<file path="src/rtl/aha_sif_pkg.sv">
// Shared definitions for the AXI-to-SIF write bridge: burst/response encodings,
// FSM state type and the per-beat address stepping rule.
package aha_sif_pkg;

    localparam logic [1:0] BURST_FIXED = 2'b00;
    localparam logic [1:0] BURST_INCR  = 2'b01;
    localparam logic [1:0] BURST_WRAP  = 2'b10;

    localparam logic [1:0] RESP_OKAY   = 2'b00;
    localparam logic [1:0] RESP_SLVERR = 2'b10;

    // Address arithmetic is done at this width and truncated by the caller,
    // which keeps the helper independent of the instance address width.
    localparam int ADDR_CALC_W = 64;

    typedef enum logic [1:0] {
        IDLE  = 2'd0,
        DATA  = 2'd1,
        DRAIN = 2'd2,
        RESP  = 2'd3
    } sif_wr_state_t;

    // Address of the beat following 'addr'; burst must already be FIXED/INCR/WRAP.
    function automatic logic [ADDR_CALC_W-1:0] next_beat_addr(
        input logic [ADDR_CALC_W-1:0] addr,
        input logic [2:0]             size,
        input logic [1:0]             burst,
        input logic [ADDR_CALC_W-1:0] mask
    );
        logic [ADDR_CALC_W-1:0] step;
        step = {{(ADDR_CALC_W-1){1'b0}}, 1'b1} << size;
        case (burst)
            BURST_FIXED: next_beat_addr = addr;
            BURST_WRAP:  next_beat_addr = (addr & ~mask) | ((addr + step) & mask);
            default:     next_beat_addr = (addr & ~(step - 1'b1)) + step;
        endcase
    endfunction

endpackage

</file>
<file path="src/rtl/aha_sif_out_reg.sv">
// One-entry valid/ready output register. Accepts a new entry whenever it is
// empty or being drained in the same cycle, giving one transfer per cycle.
module aha_sif_out_reg #(
    parameter int W = 8
) (
    input  logic         clk,
    input  logic         rst_n,
    input  logic         in_valid,
    output logic         in_ready,
    input  logic [W-1:0] in_data,
    output logic         out_valid,
    input  logic         out_ready,
    output logic [W-1:0] out_data
);

    logic         valid_reg;
    logic [W-1:0] data_reg;

    assign in_ready  = !valid_reg || out_ready;
    assign out_valid = valid_reg;
    assign out_data  = data_reg;

    // Load on an input transfer, otherwise empty (and zero) the entry once consumed.
    always_ff @(posedge clk) begin
        if (!rst_n) begin
            valid_reg <= 1'b0;
            data_reg  <= '0;
        end else if (in_valid && in_ready) begin
            valid_reg <= 1'b1;
            data_reg  <= in_data;
        end else if (out_ready) begin
            valid_reg <= 1'b0;
            data_reg  <= '0;
        end
    end

endmodule

</file>
<file path="src/rtl/aha_axi_to_sif_write_burst.sv">
// AXI4 write-channel slave that turns one outstanding burst into a registered,
// back-pressurable SIF write stream with locally computed beat addresses.
// Optional protocol checking (SLVERR responses) is built when the macro
// AHA_SIF_WRITE_ERR_EN is defined.
module aha_axi_to_sif_write_burst
    import aha_sif_pkg::*;
#(
    parameter  int DATA_W = 64,
    parameter  int ADDR_W = 32,
    parameter  int ID_W   = 4,
    localparam int STRB_W = DATA_W / 8
) (
    input  logic              ACLK,
    input  logic              ARESETn,
    input  logic [ID_W-1:0]   AWID,
    input  logic [ADDR_W-1:0] AWADDR,
    input  logic [7:0]        AWLEN,
    input  logic [2:0]        AWSIZE,
    input  logic [1:0]        AWBURST,
    input  logic              AWVALID,
    output logic              AWREADY,
    input  logic [DATA_W-1:0] WDATA,
    input  logic [STRB_W-1:0] WSTRB,
    input  logic              WLAST,
    input  logic              WVALID,
    output logic              WREADY,
    output logic [ID_W-1:0]   BID,
    output logic [1:0]        BRESP,
    output logic              BVALID,
    input  logic              BREADY,
    output logic [ADDR_W-1:0] SIF_ADDR,
    output logic [STRB_W-1:0] SIF_STRB,
    output logic [DATA_W-1:0] SIF_DATA,
    output logic              SIF_WE,
    input  logic              SIF_READY
);

    localparam logic [2:0] SIZE_MAX  = 3'($clog2(STRB_W));
    localparam int         PAYLOAD_W = ADDR_W + STRB_W + DATA_W;

    sif_wr_state_t     state_reg;
    logic              awready_reg;
    logic              bvalid_reg;
    logic [ID_W-1:0]   id_reg;
    logic [7:0]        len_reg;
    logic [7:0]        cnt_reg;
    logic [2:0]        size_reg;
    logic [1:0]        burst_reg;
    logic [ADDR_W-1:0] addr_reg;
    logic [ADDR_W-1:0] mask_reg;

    logic [2:0]        size_next;
    logic [1:0]        burst_next;
    logic [ADDR_W-1:0] mask_next;
    logic [ADDR_W-1:0] addr_next;

    logic aw_hs;
    logic w_hs;
    logic wready;
    logic last_beat;
    logic out_in_valid;
    logic out_in_ready;
    logic [PAYLOAD_W-1:0] out_payload;

    // Oversized beats and reserved bursts are normalised before latching so the
    // address path only ever sees legal FIXED/INCR/WRAP with SIZE <= bus width.
    always_comb begin
        size_next  = (AWSIZE > SIZE_MAX) ? SIZE_MAX : AWSIZE;
        burst_next = (AWBURST == 2'b11) ? BURST_INCR : AWBURST;
        mask_next  = ADDR_W'(((ADDR_CALC_W'(AWLEN) + 1'b1) << size_next) - 1'b1);
        addr_next  = ADDR_W'(next_beat_addr(ADDR_CALC_W'(addr_reg), size_reg,
                                            burst_reg, ADDR_CALC_W'(mask_reg)));
    end

    assign aw_hs     = AWVALID && awready_reg;
    assign wready    = (state_reg == DATA) && out_in_ready;
    assign w_hs      = WVALID && wready;
    assign last_beat = (cnt_reg == len_reg);

    assign AWREADY = awready_reg;
    assign WREADY  = wready;
    assign BVALID  = bvalid_reg;
    assign BID     = id_reg;

`ifdef AHA_SIF_WRITE_ERR_EN
    logic burst_err_reg;
    logic proto_err_reg;
    logic burst_err_next;

    // Illegal bursts are recognised on the raw AW fields, before normalisation.
    always_comb begin
        burst_err_next = (AWBURST == 2'b11) || (AWSIZE > SIZE_MAX) ||
                         ((AWBURST == BURST_WRAP) &&
                          !((AWLEN == 8'd1) || (AWLEN == 8'd3) ||
                            (AWLEN == 8'd7) || (AWLEN == 8'd15)));
    end

    // Error flags: burst-level flag captured at AW, WLAST mismatch is sticky per burst.
    always_ff @(posedge ACLK) begin
        if (!ARESETn) begin
            burst_err_reg <= 1'b0;
            proto_err_reg <= 1'b0;
        end else if (aw_hs) begin
            burst_err_reg <= burst_err_next;
            proto_err_reg <= 1'b0;
        end else if (w_hs && (WLAST != last_beat)) begin
            proto_err_reg <= 1'b1;
        end
    end

    // Beats of a flagged burst are consumed but never reach the SIF side.
    assign out_in_valid = w_hs && !burst_err_reg;
    assign BRESP        = (bvalid_reg && (burst_err_reg || proto_err_reg)) ? RESP_SLVERR : RESP_OKAY;
`else
    // The beat counter alone terminates a burst, so WLAST is not needed here.
    logic unused_wlast;
    assign unused_wlast = WLAST;

    assign out_in_valid = w_hs;
    assign BRESP        = RESP_OKAY;
`endif

    aha_sif_out_reg #(
        .W (PAYLOAD_W)
    ) u_out_reg (
        .clk       (ACLK),
        .rst_n     (ARESETn),
        .in_valid  (out_in_valid),
        .in_ready  (out_in_ready),
        .in_data   ({addr_reg, WSTRB, WDATA}),
        .out_valid (SIF_WE),
        .out_ready (SIF_READY),
        .out_data  (out_payload)
    );

    assign {SIF_ADDR, SIF_STRB, SIF_DATA} = out_payload;

    // Burst sequencing: accept AW, count W beats, wait for the last SIF commit, respond.
    always_ff @(posedge ACLK) begin
        if (!ARESETn) begin
            state_reg   <= IDLE;
            awready_reg <= 1'b0;
            bvalid_reg  <= 1'b0;
            id_reg      <= '0;
            len_reg     <= '0;
            cnt_reg     <= '0;
            size_reg    <= '0;
            burst_reg   <= BURST_FIXED;
            addr_reg    <= '0;
            mask_reg    <= '0;
        end else begin
            case (state_reg)
                IDLE: begin
                    awready_reg <= 1'b1;
                    if (aw_hs) begin
                        awready_reg <= 1'b0;
                        id_reg      <= AWID;
                        len_reg     <= AWLEN;
                        size_reg    <= size_next;
                        burst_reg   <= burst_next;
                        addr_reg    <= AWADDR;
                        mask_reg    <= mask_next;
                        cnt_reg     <= '0;
                        state_reg   <= DATA;
                    end
                end
                DATA: begin
                    if (w_hs) begin
                        addr_reg <= addr_next;
                        if (last_beat) begin
                            state_reg <= DRAIN;
                        end else begin
                            cnt_reg <= cnt_reg + 8'd1;
                        end
                    end
                end
                DRAIN: begin
                    // An empty register covers bursts whose beats were all suppressed.
                    if (!SIF_WE || SIF_READY) begin
                        bvalid_reg <= 1'b1;
                        state_reg  <= RESP;
                    end
                end
                RESP: begin
                    if (BREADY) begin
                        bvalid_reg  <= 1'b0;
                        awready_reg <= 1'b1;
                        state_reg   <= IDLE;
                    end
                end
                default: state_reg <= IDLE;
            endcase
        end
    end

endmodule

</file>
<file path="config.mk">
export PLATFORM = sky130hd
export DESIGN_NAME = aha_axi_to_sif_write_burst
export DESIGN_NICKNAME = d
export VERILOG_FILES = /design/src/rtl/aha_sif_pkg.sv /design/src/rtl/aha_sif_out_reg.sv /design/src/rtl/aha_axi_to_sif_write_burst.sv
export SDC_FILE = /design/constraint.sdc
export NUM_CORES = 1
export LEC_CHECK = 0
export ABC_AREA = 1
export ABC_CLOCK_PERIOD_IN_PS = 3200
export CORE_ASPECT_RATIO = 0.8
export CORE_MARGIN = 1.5
export CORE_UTILIZATION = 52
export CTS_CLUSTER_SIZE = 10
export DETAILED_ROUTE_END_ITERATION = 10
export HOLD_SLACK_MARGIN = 0.08
export PLACE_DENSITY = 0.8
export SLEW_MARGIN = 0
export SYNTH_ARGS = -nofsm -noshare
export SYNTH_HDL_FRONTEND = slang
export SYNTH_SLANG_ARGS = --single-unit
</file>
<file path="constraint.sdc">
create_clock -name ACLK -period 3.2 [get_ports ACLK]
set_clock_uncertainty 0.15 [all_clocks]
set_input_delay 0.48 -clock ACLK [delete_from_list [all_inputs] [get_ports ACLK]]
set_output_delay 0.48 -clock ACLK [all_outputs]
set_load 0.02 [all_outputs]
</file>
==> out/metrics.cfg <==
[run_status]
status = finished clean

[power_and_ir_drop]
p_total_mw = 9.562
combPwrFrac_pct = 42.0
p_leak_nw = 5.601
p_switching_mw = 4.095
internal-power_mw = 5.468
ir_worst_vdd_uv = 402.8
power_frac_clock_pct = 23.3
seqPwrFrac_pct = 34.7
p_sw_share_pct = 42.82
power_density_mw_per_mm2 = 644.0

[min_path]
holdCritPathClass = flop to flop
hp-start = mask_reg[21]$_SDFFE_PN0P_
worstHoldPathCells = 2
whs_endpoint = mask_reg[21]$_SDFFE_PN0P_

[timing]
tns_ns = 0
relSlewSlack_pct = 47.70
setup_viol = 0
report.final.slew_viol_count = 0
fmax_mhz = 336.3
hold_viol = 0
rsz0062_at_grt = no
fin_crit_sh_pct = 92.91
tightestPinTransition_ns = 0.7763
fin_ws_ns = 0.2268
layout_min_cycle_time_ns = 2.973

[synth]
yosysWarnings = 0
yosys_register_bits = 197
synthesis.area_sq_mm = 0.01154
avgSynthCellArea_sq_um = 6.916
synth-main-ff-cell = dfxtp_1
synth.distinct_cells = 66
netlist_instances = 1669
synth_edf_count = 0
synth_top_cell_by_area = dfxtp_1
yosys.area.top_type_share_pct = 34.16
yosys-top-cells-area = dfxtp_1 34%, nand2_1 11%, nand3_1 9.1%
synthArstFlopShare_pct = 0
synth-seq-area-share_pct = 34.16

[setup_path]
crit_path_start_kind = flop
rrSetupSlack_ns = 0.23
required_ns = 3.36
worstPathBufferInverterCount = 4
worstPathMaxFanout = 7
reg2regPathDepth = 19
cp-startpoint = size_reg[1]$_SDFFE_PN0P_
path_delay_family = simple AND/OR/NAND/NOR gates
worstPathArrival_ns = 3.13
path_common_cell = nand2_1
crit_chain = nand2_4 -> nor2_1 -> inv_1 -> ha_1 -> nand2_1 -> inv_1 -> ha_1 -> buf_4 -> nand2_2 -> inv_1 -> nand2_1 -> o21ai_0 -> nand2_1 -> nand2_4 -> nand3_1 -> nand3_1 -> nand3_1 -> nand2_1 -> a21oi_1
crit_path_end_kind = flop
critPathSlowestCell = dfxtp_2
critPathKind = flop to flop
cpPeakStageDelay_ns = 0.45
rr_startpoint = size_reg[1]$_SDFFE_PN0P_

[route]
vias = 11934
drt-total-wl_mm = 34.95
ant_nets = 0
drt-pass1-iter-count = 5
viasPerCell = 5.464
drc = 0
drtIter0Drc = 1237
avgRoutedWirePerCell_um = 16.00

[place]
place.gp.congestion = 0.9672
place_ws_ns = 0.07399
io_buffer_count = 238
dpl.hpwl_mm = 25.05

[floorplan]
die_x_um = 169.6
rows = 48
start_util_pct = 53.24
die_h_um = 136.3
num_io_pins = 242
dieArea_sq_mm = 0.02311
core_sq_mm = 0.02168

[global_route]
grt_overflow = 0
gr-usage-all-layers_pct = 29.98
grt_pass1_vias = 11015
grt_pass1_wl_mm = 55.81
grt_max_degree = 106
antenna_found_initial = 0

[layout]
final_common_cell = nand2_1
fillers = 1857
syn2layout_area_growth_pct = 28.64
nNetsFinal = 2022
final_cell_mix = 336 x nand2_1, 238 x clkdlybuf4s50_1, 208 x nand3_1, 194 x dfxtp_1, 180 x a21oi_1
drive_above_1_share_pct = 12.15
diodes = 0

[clocking]
cts_buffers = 17
clk_pin_slew_ns = 0.08
cts_root_buffer = clkbuf_16
htree_levels = 4
clkLatencyLatePin_ns = 0.45
cts_tree = done
cts_sinks = 197
clk_path_buf_depth = 2

[run]
drv_cap = 0

-- tightest hold or removal path, cell delays in order, from the launching register on --
cell and delay, ns:
dfxtp_1 0.32, inv_1 0.06, a21oi_2 0.04
-- logic make-up after synthesis --
logic type      Yosys count  synth area share, %
compound gates          356                18.57
xor+xnor                 35                2.656
fa+ha+maj                23                2.558
buf+inv                 256                8.909
flops                   197                34.16
mux                       1               0.1951
other cells               2              0.06506
simple gates            799                32.89
-- worst max-delay path by stage --
stage,endpoint,slack (ns),cells past startpoint
final,flop,0.23,19
after global routing,flop,0.01,20
after CTS,flop,0.03,17
after detailed placement,flop,0.07,18
after global placement,flop,0.15,17
after floorplan,flop,0.36,18
-- synth_stat cells, drive strengths merged, types with 3 or more instances --
cell type,instances
nand2,368
nand3,220
a21oi,204
dfxtp,197
inv,159
nor2,151
o21ai,92
clkbuf,68
buf,28
ha,22
nand4,22
o31ai,21
xor2,21
nor3,20
xnor2,14
a31oi,11
o21bai,10
or2,9
nor4,5
a211oi,3
-- metrics by stage --
stage	instances	cell area (sq um)	hold WS, ns	util [%]
after floorplan	1670	11550	0.2958	-
after global placement	2152	14250	0.3090	65.71
after detailed placement	2152	14250	0.3096	65.71
after CTS	2184	14830	0.3224	68.42
after global routing	2184	14850	0.3469	68.49
final	2184	14850	0.3244	68.49
-- power by group through the flow --
stage	Combinational (mW)	Clock [mW]	Sequential [mW]
final	4.02	2.23	3.32
after global routing	4.44	2.33	3.36
after CTS	3.96	2.25	3.29
after detailed placement	3.92	0	3.35
after global placement	3.84	0	3.34
after floorplan	2.70	0	3.26
-- final cells by class --
class / instances / area [sq um] / area share [%]
multi-input cells: 1217 / 6598 / 44.43
clock inverters: 14 / 156.4 / 1.053
inverters: 160 / 610.6 / 4.112
repair buffers: 278 / 2733 / 18.40
clock buffers: 18 / 429.2 / 2.890
flip-flops and latches: 197 / 3948 / 26.58
well taps: 300 / 375.4 / 2.528
-- layer usage --
layer | wire, um | share of wire [%] | global-route usage (%) | vias to the layer above
met5 | 0 | 0 | 0 | -
met4 | 412 | 1.2 | 7.129 | 0
met3 | 2911 | 8.3 | 5.793 | 30
met1 | 16220 | 46 | 42.41 | 5475
li1 | - | - | - | 5937
met2 | 15410 | 44 | 46.90 | 492
-- timing repair --
action / CTS / global route
resized for setup: 0 / 6
hold buffers: 0 / 0
setup endpoints to repair: 0 / 19
buffers inserted: 0 / 0
Power figures use the tool's default switching activity.
